<file path="config.mk">
export PLATFORM = sky130hd
export DESIGN_NAME = ifetch_prefetch
export DESIGN_NICKNAME = d
export VERILOG_FILES = /design/src/rtl/ifetch_prefetch.sv
export SDC_FILE = /design/constraint.sdc
export NUM_CORES = 1
export LEC_CHECK = 0
export CELL_PAD_IN_SITES_DETAIL_PLACEMENT = 1
export CELL_PAD_IN_SITES_GLOBAL_PLACEMENT = 1
export CORE_UTILIZATION = 40
export CTS_BUF_LIST = sky130_fd_sc_hd__clkbuf_8
export DETAILED_ROUTE_END_ITERATION = 16
export PLACE_DENSITY = 0.81
export SYNTH_ARGS = -nofsm -noshare
export SYNTH_HDL_FRONTEND = slang
export SYNTH_SLANG_ARGS = --single-unit
</file>
<file path="constraint.sdc">
create_clock -name clock -period 4.1 [get_ports clock]
set_clock_uncertainty 0.2 [all_clocks]
set_input_delay 0.41 -clock clock [delete_from_list [all_inputs] [get_ports clock]]
set_output_delay 0.41 -clock clock [all_outputs]
set_load 0.01 [all_outputs]
</file>
<file path="src/rtl/ifetch_prefetch.sv">
// Decoupled instruction fetch: a fetch PC drives a 1-cycle synchronous ROM, and returned words
// are tagged with their byte PC and queued for decode behind a valid/ready handshake.
module ifetch_prefetch #(
    parameter int          ADDR_W   = 14,
    parameter int          QDEPTH   = 4,
    parameter logic [31:0] RESET_PC = 32'h0000_0000
) (
    input  logic              clock,
    input  logic              reset,
    output logic              rom_en,
    output logic [ADDR_W-1:0] rom_addr,
    input  logic [31:0]       rom_data,
    input  logic              redirect,
    input  logic [31:0]       redirect_pc,
    output logic              inst_valid,
    input  logic              inst_ready,
    output logic [31:0]       instruction,
    output logic [31:0]       inst_pc,
    output logic [31:0]       pc_plus_4,
    output logic              fetch_fault
);

    localparam int PW = $clog2(QDEPTH);
    localparam int CW = PW + 1;
    localparam logic [CW:0]   QD_L   = QDEPTH[CW:0];
    localparam logic [CW-1:0] C_ONE  = 1;
    localparam logic [PW-1:0] P_ONE  = 1;

    logic [31:0]   fpc_r;
    logic          infl_r;
    logic [31:0]   infl_pc_r;
    logic [PW-1:0] head_r;
    logic [PW-1:0] tail_r;
    logic [CW-1:0] count_r;
    logic          fault_r;
    logic [31:0]   q_word_r [QDEPTH];
    logic [31:0]   q_pc_r   [QDEPTH];

    logic          pop_s;
    logic          push_s;
    logic [CW:0]   occ_s;

    assign pop_s  = inst_valid & inst_ready;
    assign push_s = infl_r & ~redirect;
    // Occupancy after this edge if nothing new is issued; pop never exceeds count + infl.
    assign occ_s  = {1'b0, count_r} + {{CW{1'b0}}, infl_r} - {{CW{1'b0}}, pop_s};

    assign rom_addr    = fpc_r[ADDR_W+1:2];
    assign pc_plus_4   = inst_pc + 32'd4;
    assign fetch_fault = fault_r;

    // ROM issue strobe; inst_ready reaches here combinationally through pop_s.
    always_comb begin
        rom_en = 1'b0;
        if (!reset && !redirect && (occ_s < QD_L)) begin
            rom_en = 1'b1;
        end else begin
            rom_en = 1'b0;
        end
    end

    // Queue head presentation, zeroed when empty.
    always_comb begin
        inst_valid  = 1'b0;
        instruction = 32'd0;
        inst_pc     = 32'd0;
        if (count_r != {CW{1'b0}}) begin
            inst_valid  = 1'b1;
            instruction = q_word_r[head_r];
            inst_pc     = q_pc_r[head_r];
        end else begin
            inst_valid  = 1'b0;
            instruction = 32'd0;
            inst_pc     = 32'd0;
        end
    end

    // Fetch PC, in-flight tracking, queue pointers/count and the sticky fault flag.
    always_ff @(posedge clock or posedge reset) begin
        if (reset) begin
            fpc_r     <= RESET_PC;
            infl_r    <= 1'b0;
            infl_pc_r <= 32'd0;
            head_r    <= {PW{1'b0}};
            tail_r    <= {PW{1'b0}};
            count_r   <= {CW{1'b0}};
            fault_r   <= 1'b0;
        end else if (redirect) begin
            // Flush; clearing infl discards the word still coming back from the ROM.
            fpc_r   <= {redirect_pc[31:2], 2'b00};
            infl_r  <= 1'b0;
            head_r  <= {PW{1'b0}};
            tail_r  <= {PW{1'b0}};
            count_r <= {CW{1'b0}};
            if (redirect_pc[1:0] != 2'b00) begin
                fault_r <= 1'b1;
            end
        end else begin
            if (rom_en) begin
                fpc_r     <= fpc_r + 32'd4;
                infl_r    <= 1'b1;
                infl_pc_r <= fpc_r;
            end else begin
                infl_r    <= 1'b0;
            end
            if (push_s) begin
                tail_r <= tail_r + P_ONE;
            end
            if (pop_s) begin
                head_r <= head_r + P_ONE;
            end
            case ({push_s, pop_s})
                2'b10:   count_r <= count_r + C_ONE;
                2'b01:   count_r <= count_r - C_ONE;
                default: count_r <= count_r;
            endcase
        end
    end

    // Queue storage; contents are only observed through count, so no reset is needed.
    always_ff @(posedge clock) begin
        if (push_s) begin
            q_word_r[tail_r] <= rom_data;
            q_pc_r[tail_r]   <= infl_pc_r;
        end
    end

endmodule

</file>
# == Word level (Yosys, flattened, before mapping) ==
# Memories as Yosys holds them, arrays and structs flattened.
# Cells that the tools add are included.
# op_classes
addsub,8
magnitude_cmp,1
n_eq_ne,2
n_mux,16
bitwise_logic,3
reduce_logical,12
# ops
operator,n
32-bit 2-to-1 mux,4
"32-bit by 3-bit adder with 32-bit output, second input constant",2
2-bit 2-to-1 mux,4
2-bit nonzero test,4
1-bit 2-to-1 mux,6
3-bit one-hot mux with 2 select lines,1
3-bit nonzero test,2
"2-bit by 1-bit adder with 2-bit output, second input constant",2
3-bit by 1-bit adder with 4-bit output,1
"4-bit by 3-bit less-than comparator with 1-bit output, second input constant",1
2-bit AND reduction,2
4-bit by 1-bit subtractor with 4-bit output,1
"3-bit by 1-bit adder with 3-bit output, second input constant",1
3-bit 2-to-1 mux,1
"3-bit by 1-bit subtractor with 3-bit output, second input constant",1
1-bit bitwise AND,2
"2-bit by 1-bit equality test with 1-bit output, second input constant",1
"2-bit equality test, second input constant",1
1-bit logical AND,2
1-bit zero test,2
1-bit inverter,1
# word_totals
register_bits,73
ram_bits,256
inputBits,68
memories,2
# memory_table
name,depth,width,read_ports,rd_clocked_by_memory_dff,write_ports,line,source
q_pc_r,4,32,1,0,1,37,logic [31:0] q_pc_r [QDEPTH];
q_word_r,4,32,1,0,1,36,logic [31:0] q_word_r [QDEPTH];

# == Logic depth before layout (Yosys ltp) ==
# Gate-level depths: netlist of the first run.
# logic_depth
word_depth,9
mapped_depth,15
ltp_nobuf,13

# == Least setup slack after synthesis of the first run ==
# OpenSTA, ideal clock, no wires.
# synth_path
path_kind,flip-flop to flip-flop
start,reg count_r[1]
end,reg infl_pc_r[10]
arrival_ps,3447
t_required_ps,3772
path_slack_ps,325
stages_incl_launch_ff,15
path_buffers,2
period_less_slack_ps,3775
path_cell_list,dfrtp_1 -> nor3_1 -> inv_1 -> buf_2 -> nand2_1 -> inv_1 -> ha_1 -> inv_1 -> ha_1 -> and3b_1 -> or4_4 -> a21oi_4 -> and2b_1 -> buf_4 -> mux2_1
# synth_via
elab_chain_len,8
# synth_rtl
element,line,source
"start, declared",34,logic [CW-1:0] count_r;
"start signal, assigned",86,count_r <= {CW{1'b0}};
"start signal, assigned",94,count_r <= {CW{1'b0}};
"start signal, assigned",113,2'b10: count_r <= count_r + C_ONE;
"parallel branches: the longest is 3 deep, another holds 3-bit by 1-bit adder with 4-bit output",-,
4-bit by 1-bit subtractor with 4-bit output *,46,"assign occ_s = {1'b0, count_r} + {{CW{1'b0}}, infl_r} - {{CW{1'b0}}, pop_s};"
4-bit by 3-bit less-than comparator with 1-bit output *,55,if (!reset && !redirect && (occ_s < QD_L)) begin
1-bit logical AND *,55,
1-bit 2-to-1 mux *,55,
2-bit AND reduction (no line) *,-,
"end signal, assigned",102,infl_pc_r <= fpc_r;
"end, declared",31,logic [31:0] infl_pc_r;
# Mark *: on every way between the ends.
# A chain may end at the register's enable or synchronous reset.

# == Final worst setup path of the first run ==
# layout_path
start,reg head_r[0]
end,out pc_plus_4[29]
# layout_via
elab_chain_len,3
# layout_rtl
element,line,source
"start, declared",32,logic [PW-1:0] head_r;
"start signal, assigned",84,head_r <= {PW{1'b0}};
"start signal, assigned",92,head_r <= {PW{1'b0}};
"start signal, assigned",110,head_r <= head_r + P_ONE;
memory read 4 x 32 bit,-,
32-bit 2-to-1 mux,67,if (count_r != {CW{1'b0}}) begin
32-bit by 3-bit adder with 32-bit output,49,assign pc_plus_4 = inst_pc + 32'd4;
"end, declared",19,"output logic [31:0] pc_plus_4,"
# No other way between the ends.

==> results_dict.tcl, run 1 <==
set metrics [dict create \
    status "finished clean" \
    fin_crit_sh_pct 95.9 \
    initial_core_util_pct 40.8 \
    fmax_mhz 254 \
    fin_tns_setup_ns 0 \
    synth_top_area_cell "edfxtp_1" \
    setup_viol 0 \
    grt_pass1_wl_um 50400 \
    yosysUniqueCellTypes 48 \
    synth.cell_area_mm2 0.0137 \
    worstMarginPinSlew_ns 0.830 \
    port_buffers 176 \
    hold_ws_ns 0.196 \
    fin_area_mm2 0.0172 \
    htree_levels 2 \
    grt_pass1_vias 8755 \
    synth_edf_count 248 \
    layout.cells.non_filler 1557 \
    die_h_um 187 \
    post_drt_wl_per_cell_um 20.8 \
    synthTopCellsByCount "248 x edfxtp_1, 80 x nand2_1, 69 x dfrtp_1" \
    core.rowCount 67 \
    cap_violations 0 \
    synth_area_leaders "edfxtp_1 54%, dfrtp_1 13%, mux4_2 11%, and2_1 2.9%, mux2_1 2.5%" \
    yosysWarnings 0 \
    leakagePower_nw 6.13 \
    avgSynthCellArea_um2 16.1 \
    clock_path_buffers 3 \
    clk_latency_ns 0.56 \
    syn_to_final_growth_pct 25.1 \
    async_flop_share_pct 21.8 \
    min_path_type "in2reg" \
    grt_usage_pct 18.7 \
    ios 181 \
    synth.most_common_cell "edfxtp_1" \
    grt_max_degree 68 \
    cp_cell_sequence "buf_4 -> mux4_2 -> nand2_1 -> nor4_4 -> and2_4 -> nand3_1 -> xnor2_1 -> clkdlybuf4s50_1" \
    cts_sinks 317 \
    antenna_found_initial 0 \
    layout-drive-gt1-share_pct 19.4 \
    worstPathArrival_ns 3.32 \
    cts_tree "done" \
    vdd_drop_max_mv 0.232 \
    cts_buffers 51 \
    power_density_mw_per_mm2 634 \
    drtIter0Drc 320 \
    synth_ff_type "edfxtp_1" \
    drc 0 \
    maxSlewHeadroom_pct 44.2 \
    die_area_mm2 0.0351 \
    cpPeakStageDelay_ns 0.55 \
    final_util_pct 51.1 \
    nets 1143 \
    clockRootBuffer "clkbuf_8" \
    critical_path.endpoint_type "output pin" \
    placed_area_mm2 0.0161 \
    post-place-cells 1453 \
    vias 7968 \
    clk_pin_slew_ns 0.06 \
    cts-hold-fix-buffers 0 \
    ant_nets 0 \
    wirelength_um 32400 \
    slowest_stage "clkdlybuf4s50_1" \
    core_area_mm2 0.0336 \
    setup.worst_path.start_class "flop" \
    final.min_clock_period_ns 3.93 \
    ys_ff_latch 317 \
    slew_violations 0 \
    fp.dieW_um 187 \
    synth_top_area_share_pct 54.2 \
    worstPathMaxFanout 6 \
    routed_via_density 5.12 \
    gp_congestion 0.779 \
    netlist_instances 851 \
    critPathRequiredTime_ns 3.49 \
    seq_area_frac_synth_pct 66.8 \
    first_pass_iters 4 \
    overflow 0 \
    dp_hpwl_um 22600 \
    final_hold_viol_count 0 \
    crit_type "reg2out" \
]
## layout by cell type, fill, tap and decap left out, drive strengths merged, types with 3 or more instances in the layout
master / synthesis / final
nor2b: 3 / 3
nand4: 22 / 22
inv: 20 / 29
mux2i: 3 / 3
dlymetal6s2s: 0 / 4
clkdlybuf4s50: 0 / 162
nor2: 20 / 20
xnor2: 30 / 30
and3: 13 / 13
dlygate4sd2: 0 / 6
and2: 64 / 64
mux2: 33 / 33
nor3: 9 / 9
xor2: 33 / 33
nand2: 80 / 80
conb: 1 / 4
edfxtp: 248 / 248
ha: 9 / 9
clkinv: 0 / 28
buf: 40 / 42
clkbuf: 18 / 56
nand3: 16 / 16
dfrtp: 69 / 69
mux4: 67 / 67
o21ai: 29 / 29
nor4: 4 / 4
## through the flow
step / worst slack, ns / total power, W
final: 0.168 / 0.0109
after CTS: 0.0142 / 0.0110
after detailed placement: 0.103 / 0.00836
after global routing: -0.0138 / 0.0114
after floorplan: 0.325 / 0.00650
after global placement: 0.179 / 0.00823
## report_power, final
group / internal (W) / leakage [nW] / switching, W / total [W]
Combinational: 0.00201 / 2.49 / 0.00186 / 0.00387
Clock: 0.00138 / 0.547 / 0.00124 / 0.00261
Sequential: 0.00402 / 3.09 / 0.000393 / 0.00442
## worst paths after layout
check                           endpoint  slack, ns  cells past startpoint       startpoint
max in group asynchronous      fpc_r[20]       2.49                      3            reset
min in group asynchronous  infl_pc_r[12]       0.23                      2            reset
setup reg to reg               fpc_r[17]       0.43                     14       count_r[1]
hold reg to reg              fetch_fault       0.28                      1      fetch_fault
hold / removal                 fpc_r[15]       0.20                      3  redirect_pc[15]
setup / recovery           pc_plus_4[29]       0.17                      8        head_r[0]
## worst max-delay path: cells and delay by family (launching register included)
kind                   cells  cell delay [ns]
XOR/XNOR                   1             0.17
AND/OR/NAND/NOR            4             0.89
flip-flops                 1             0.54
multiplexers               1             0.41
buffers and inverters      2             0.74
## cells by family (layout without fill, tap and decap cells)
logic type,Yosys count,in the layout,share of synthesized area (%)
xor gates and xnor gates,63,63,4.02
buffers and inverters,78,332,3.11
other,1,5,0.0273
AOI/OAI and AO/OA,37,37,1.74
DFF,317,317,66.8
and+or+nand+nor,242,242,9.42
adders and majority gates,10,10,0.966
muxes,103,103,13.9
## metal layers
layer	part of all wire, %	GRT usage [%]
met2	50	32.3
met5	0	0
met1	43	24.7
met4	1.7	4.95
met3	5.3	2.96
## sequential cells by signal (all words and copies together), names as in the netlist
register / flops
count_r: 3
head_r: 2
fetch_fault: 1
q_word_r: 128
infl_pc_r: 30
infl_r: 1
fpc_r: 30
tail_r: 2
q_pc_r: 120
## layout make-up
class / count / area [um2]
antenna: 1 / 2.50
clock buffer: 55 / 757
clock inverter: 41 / 238
fill: 3254 / 16400
inverter: 20 / 75.1
multi-input combinational: 459 / 4230
sequential: 317 / 9180
tap: 448 / 561
timing repair buffer: 216 / 2140
## timing repair
item	in CTS	in global routing
gates cloned	0	0
pin swaps	3	5
setup endpoints to repair	24	18
resized for setup	22	16
endpoints found under the hold margin	0	0
buffers inserted	5	2
Note: power is estimated with default switching activity, not from simulation.
==> inputs of run 2 (changes only) <==
--- a/config.mk
+++ b/config.mk
@@ -10,7 +10,7 @@
 export CORE_UTILIZATION = 40
 export CTS_BUF_LIST = sky130_fd_sc_hd__clkbuf_8
 export DETAILED_ROUTE_END_ITERATION = 16
-export PLACE_DENSITY = 0.81
+export PLACE_DENSITY = 0.84
 export SYNTH_ARGS = -nofsm -noshare
 export SYNTH_HDL_FRONTEND = slang
 export SYNTH_SLANG_ARGS = --single-unit
==> constraint.sdc (replaced) <==
create_clock -name clock -period 3.3 [get_ports clock]
set_clock_uncertainty 0.2 [all_clocks]
set_input_delay 0.33 -clock clock [delete_from_list [all_inputs] [get_ports clock]]
set_output_delay 0.33 -clock clock [all_outputs]
set_load 0.01 [all_outputs]
==> run 2 against run 1 <==
The flow now finishes with violations (negative setup slack); worst hold slack got worse by 0.094 ns; combinational power up 55%; utilization rose by 4.1 points; clock power grew 21%; worst setup slack got worse by 0.45 ns; total power grew 34%; largest cell class unchanged; highest routed layer unchanged.
==> results_dict.tcl, run 2 (same netlist as run 1, synthesis figures left out) <==
set metrics [dict create \
    status "complete, but fails checks" \
    violations "negative setup slack" \
    cts_buffers 52 \
    antenna_found_initial 0 \
    wirelength_um 37300 \
    gp_congestion 0.791 \
    port_buffers 176 \
    dp_hpwl_um 22800 \
    min_path_type "in2reg" \
    regMostFlops "q_word_r" \
    switchingPower_w 0.00488 \
    grt_pass1_wl_um 54800 \
    power_frac_seq_pct 37.6 \
    vdd_drop_max_mv 0.311 \
    cts_sinks 317 \
    routed_via_density 5.23 \
    ios 181 \
    slew_violations 0 \
    die_h_um 187 \
    p_comb_share_pct 40.9 \
    setup.worst_path.start_class "flop" \
    power_density_mw_per_mm2 789 \
    fmax_mhz 279 \
    cap_violations 0 \
    clk_latency_ns 0.58 \
    grt_pass1_vias 9091 \
    overflow 0 \
    drtIter0Drc 451 \
    p_sw_share_pct 33.3 \
    core.rowCount 67 \
    slowest_stage "dfrtp_4" \
    cpPeakStageDelay_ns 0.52 \
    maxSlewHeadroom_pct 52.2 \
    crit_type "reg2out" \
    core_area_mm2 0.0336 \
    grt_usage_pct 20.5 \
    layout_commonest_cell "edfxtp_1" \
    die_area_mm2 0.0351 \
    intPower_w 0.00977 \
    worstPathMaxFanout 7 \
    setup_ws_ns -0.285 \
    post_drt_wl_per_cell_um 22.8 \
    layout_common_cells "248 x edfxtp_1, 103 x clkdlybuf4s50_1, 85 x buf_4" \
    rsz0062_at_grt "true" \
    drc 0 \
    initial_core_util_pct 40.8 \
    clock_path_buffers 3 \
    largestRegisters "q_word_r (128), q_pc_r (120)" \
    critPathCapture "pc_plus_4[31]" \
    clockRootBuffer "clkbuf_8" \
    largest_register_ff_count 128 \
    reg2reg_depth 15 \
    setup_viol 44 \
    critical_path.endpoint_type "output pin" \
    final_util_pct 55.2 \
    worstPathArrival_ns 3.06 \
    clk_pin_slew_ns 0.06 \
    final_hold_viol_count 0 \
    ant_nets 0 \
    nFillCells 3167 \
    cp_cell_sequence "buf_12 -> buf_16 -> mux4_2 -> nand4_1 -> nor4bb_2 -> buf_4 -> nand4_1 -> xnor2_1 -> buf_2" \
    htree_levels 2 \
    nets 1230 \
    leakagePower_nw 7.37 \
    clkPwrFrac_pct 21.5 \
    final.min_clock_period_ns 3.59 \
    cp_common_cell "nand4_1" \
    layout-drive-gt1-share_pct 34.7 \
    r2r-start "count_r[0]" \
    crit_path_start "head_r[0]" \
    critPathRequiredTime_ns 2.77 \
    reg2reg_slack_ns -0.21 \
    cts_tree "done" \
    first_pass_iters 5 \
    reg2reg_to "fpc_r[30]" \
    fin_area_mm2 0.0186 \
    fp.dieW_um 187 \
    vias 8574 \
    antenna_cells 0 \
    syn_to_final_growth_pct 35.2 \
    worstMarginPinSlew_ns 0.716 \
    fin_crit_sh_pct 109 \
    placed_area_mm2 0.0166 \
    grt_max_degree 56 \
    min_from "redirect_pc[12]" \
]
==> run 2: changes by cell type in the layout (fill, tap and decap cells not counted), sizes merged, moves of 4 or more <==
cell	delta
buf	+108
clkbuf	+4
clkdlybuf4s50	-59
clkinv	-14
dlygate4sd2	+18
dlymetal6s2s	+14
inv	+12
==> run 2: per-stage QoR <==
step                setup WS [ns]  TNS [ns]  std cells  power (W)  hold slack, ns
global placement           -0.280     -7.64       1497     0.0108           0.254
finish                     -0.285     -5.28       1638     0.0147           0.102
floorplan                  -0.143     -4.26        854    0.00838           0.229
CTS                        -0.304     -5.55       1621     0.0145          0.0700
detailed placement         -0.335    -10.36       1497     0.0109           0.260
global route               -0.390    -11.16       1638     0.0153          0.0810
==> run 2: how the worst min path moves through the flow <==
stage          slack [ns]              to  cells after the start
2_1_floorplan        0.23  q_word_r[0][0]                      0
3_3_place_gp         0.25     fetch_fault                      1
3_5_place_dp         0.26     fetch_fault                      1
4_1_cts              0.07       fpc_r[15]                      3
5_1_grt              0.08       fpc_r[23]                      3
6_report             0.10       fpc_r[12]                      3
==> run 2: timing repair <==
action	in CTS	in global routing
hold buffers	1	0
pin swaps	41	45
gates resized for setup	234	84
endpoints found under the setup margin	95	101
buffers inserted	27	18
cloned	5	1
hold endpoints to repair	6	0
==> run 2: power groups by stage <==
stage | registers (W) | logic [W] | clock network [W]
floorplan | 0.00532 | 0.00305 | 0
global placement | 0.00548 | 0.00527 | 0
detailed placement | 0.00557 | 0.00538 | 0
CTS | 0.00549 | 0.00576 | 0.00322
global route | 0.00556 | 0.00637 | 0.00338
finish | 0.00551 | 0.00600 | 0.00315
==> run 2: per-layer routing <==
metal,track usage (%),vias to the layer above,wire (um)
met1,27.3,4413,15700
met3,3.56,67,2160
li1,-,3783,-
met4,6.21,0,846
met2,34.3,311,18600
met5,0,-,0
==> run 2: critical path, delay by kind of cell, from the launching register on <==
family	cells	cell delay [ns]
and+or+nand+nor	3	0.70
buffers and inverters	4	0.68
DFF	1	0.52
muxes	1	0.40
xor gates and xnor gates	1	0.17
==> run 2: final cells by class <==
class | count | area (um2) | share of cell area [%]
flip-flops and latches | 317 | 9180 | 49.5
multi-input cells | 459 | 4830 | 26.0
repair buffers | 302 | 2960 | 15.9
clock buffers | 55 | 757 | 4.08
well taps | 448 | 561 | 3.02
clock inverters | 37 | 188 | 1.01
inverters | 20 | 85.1 | 0.458
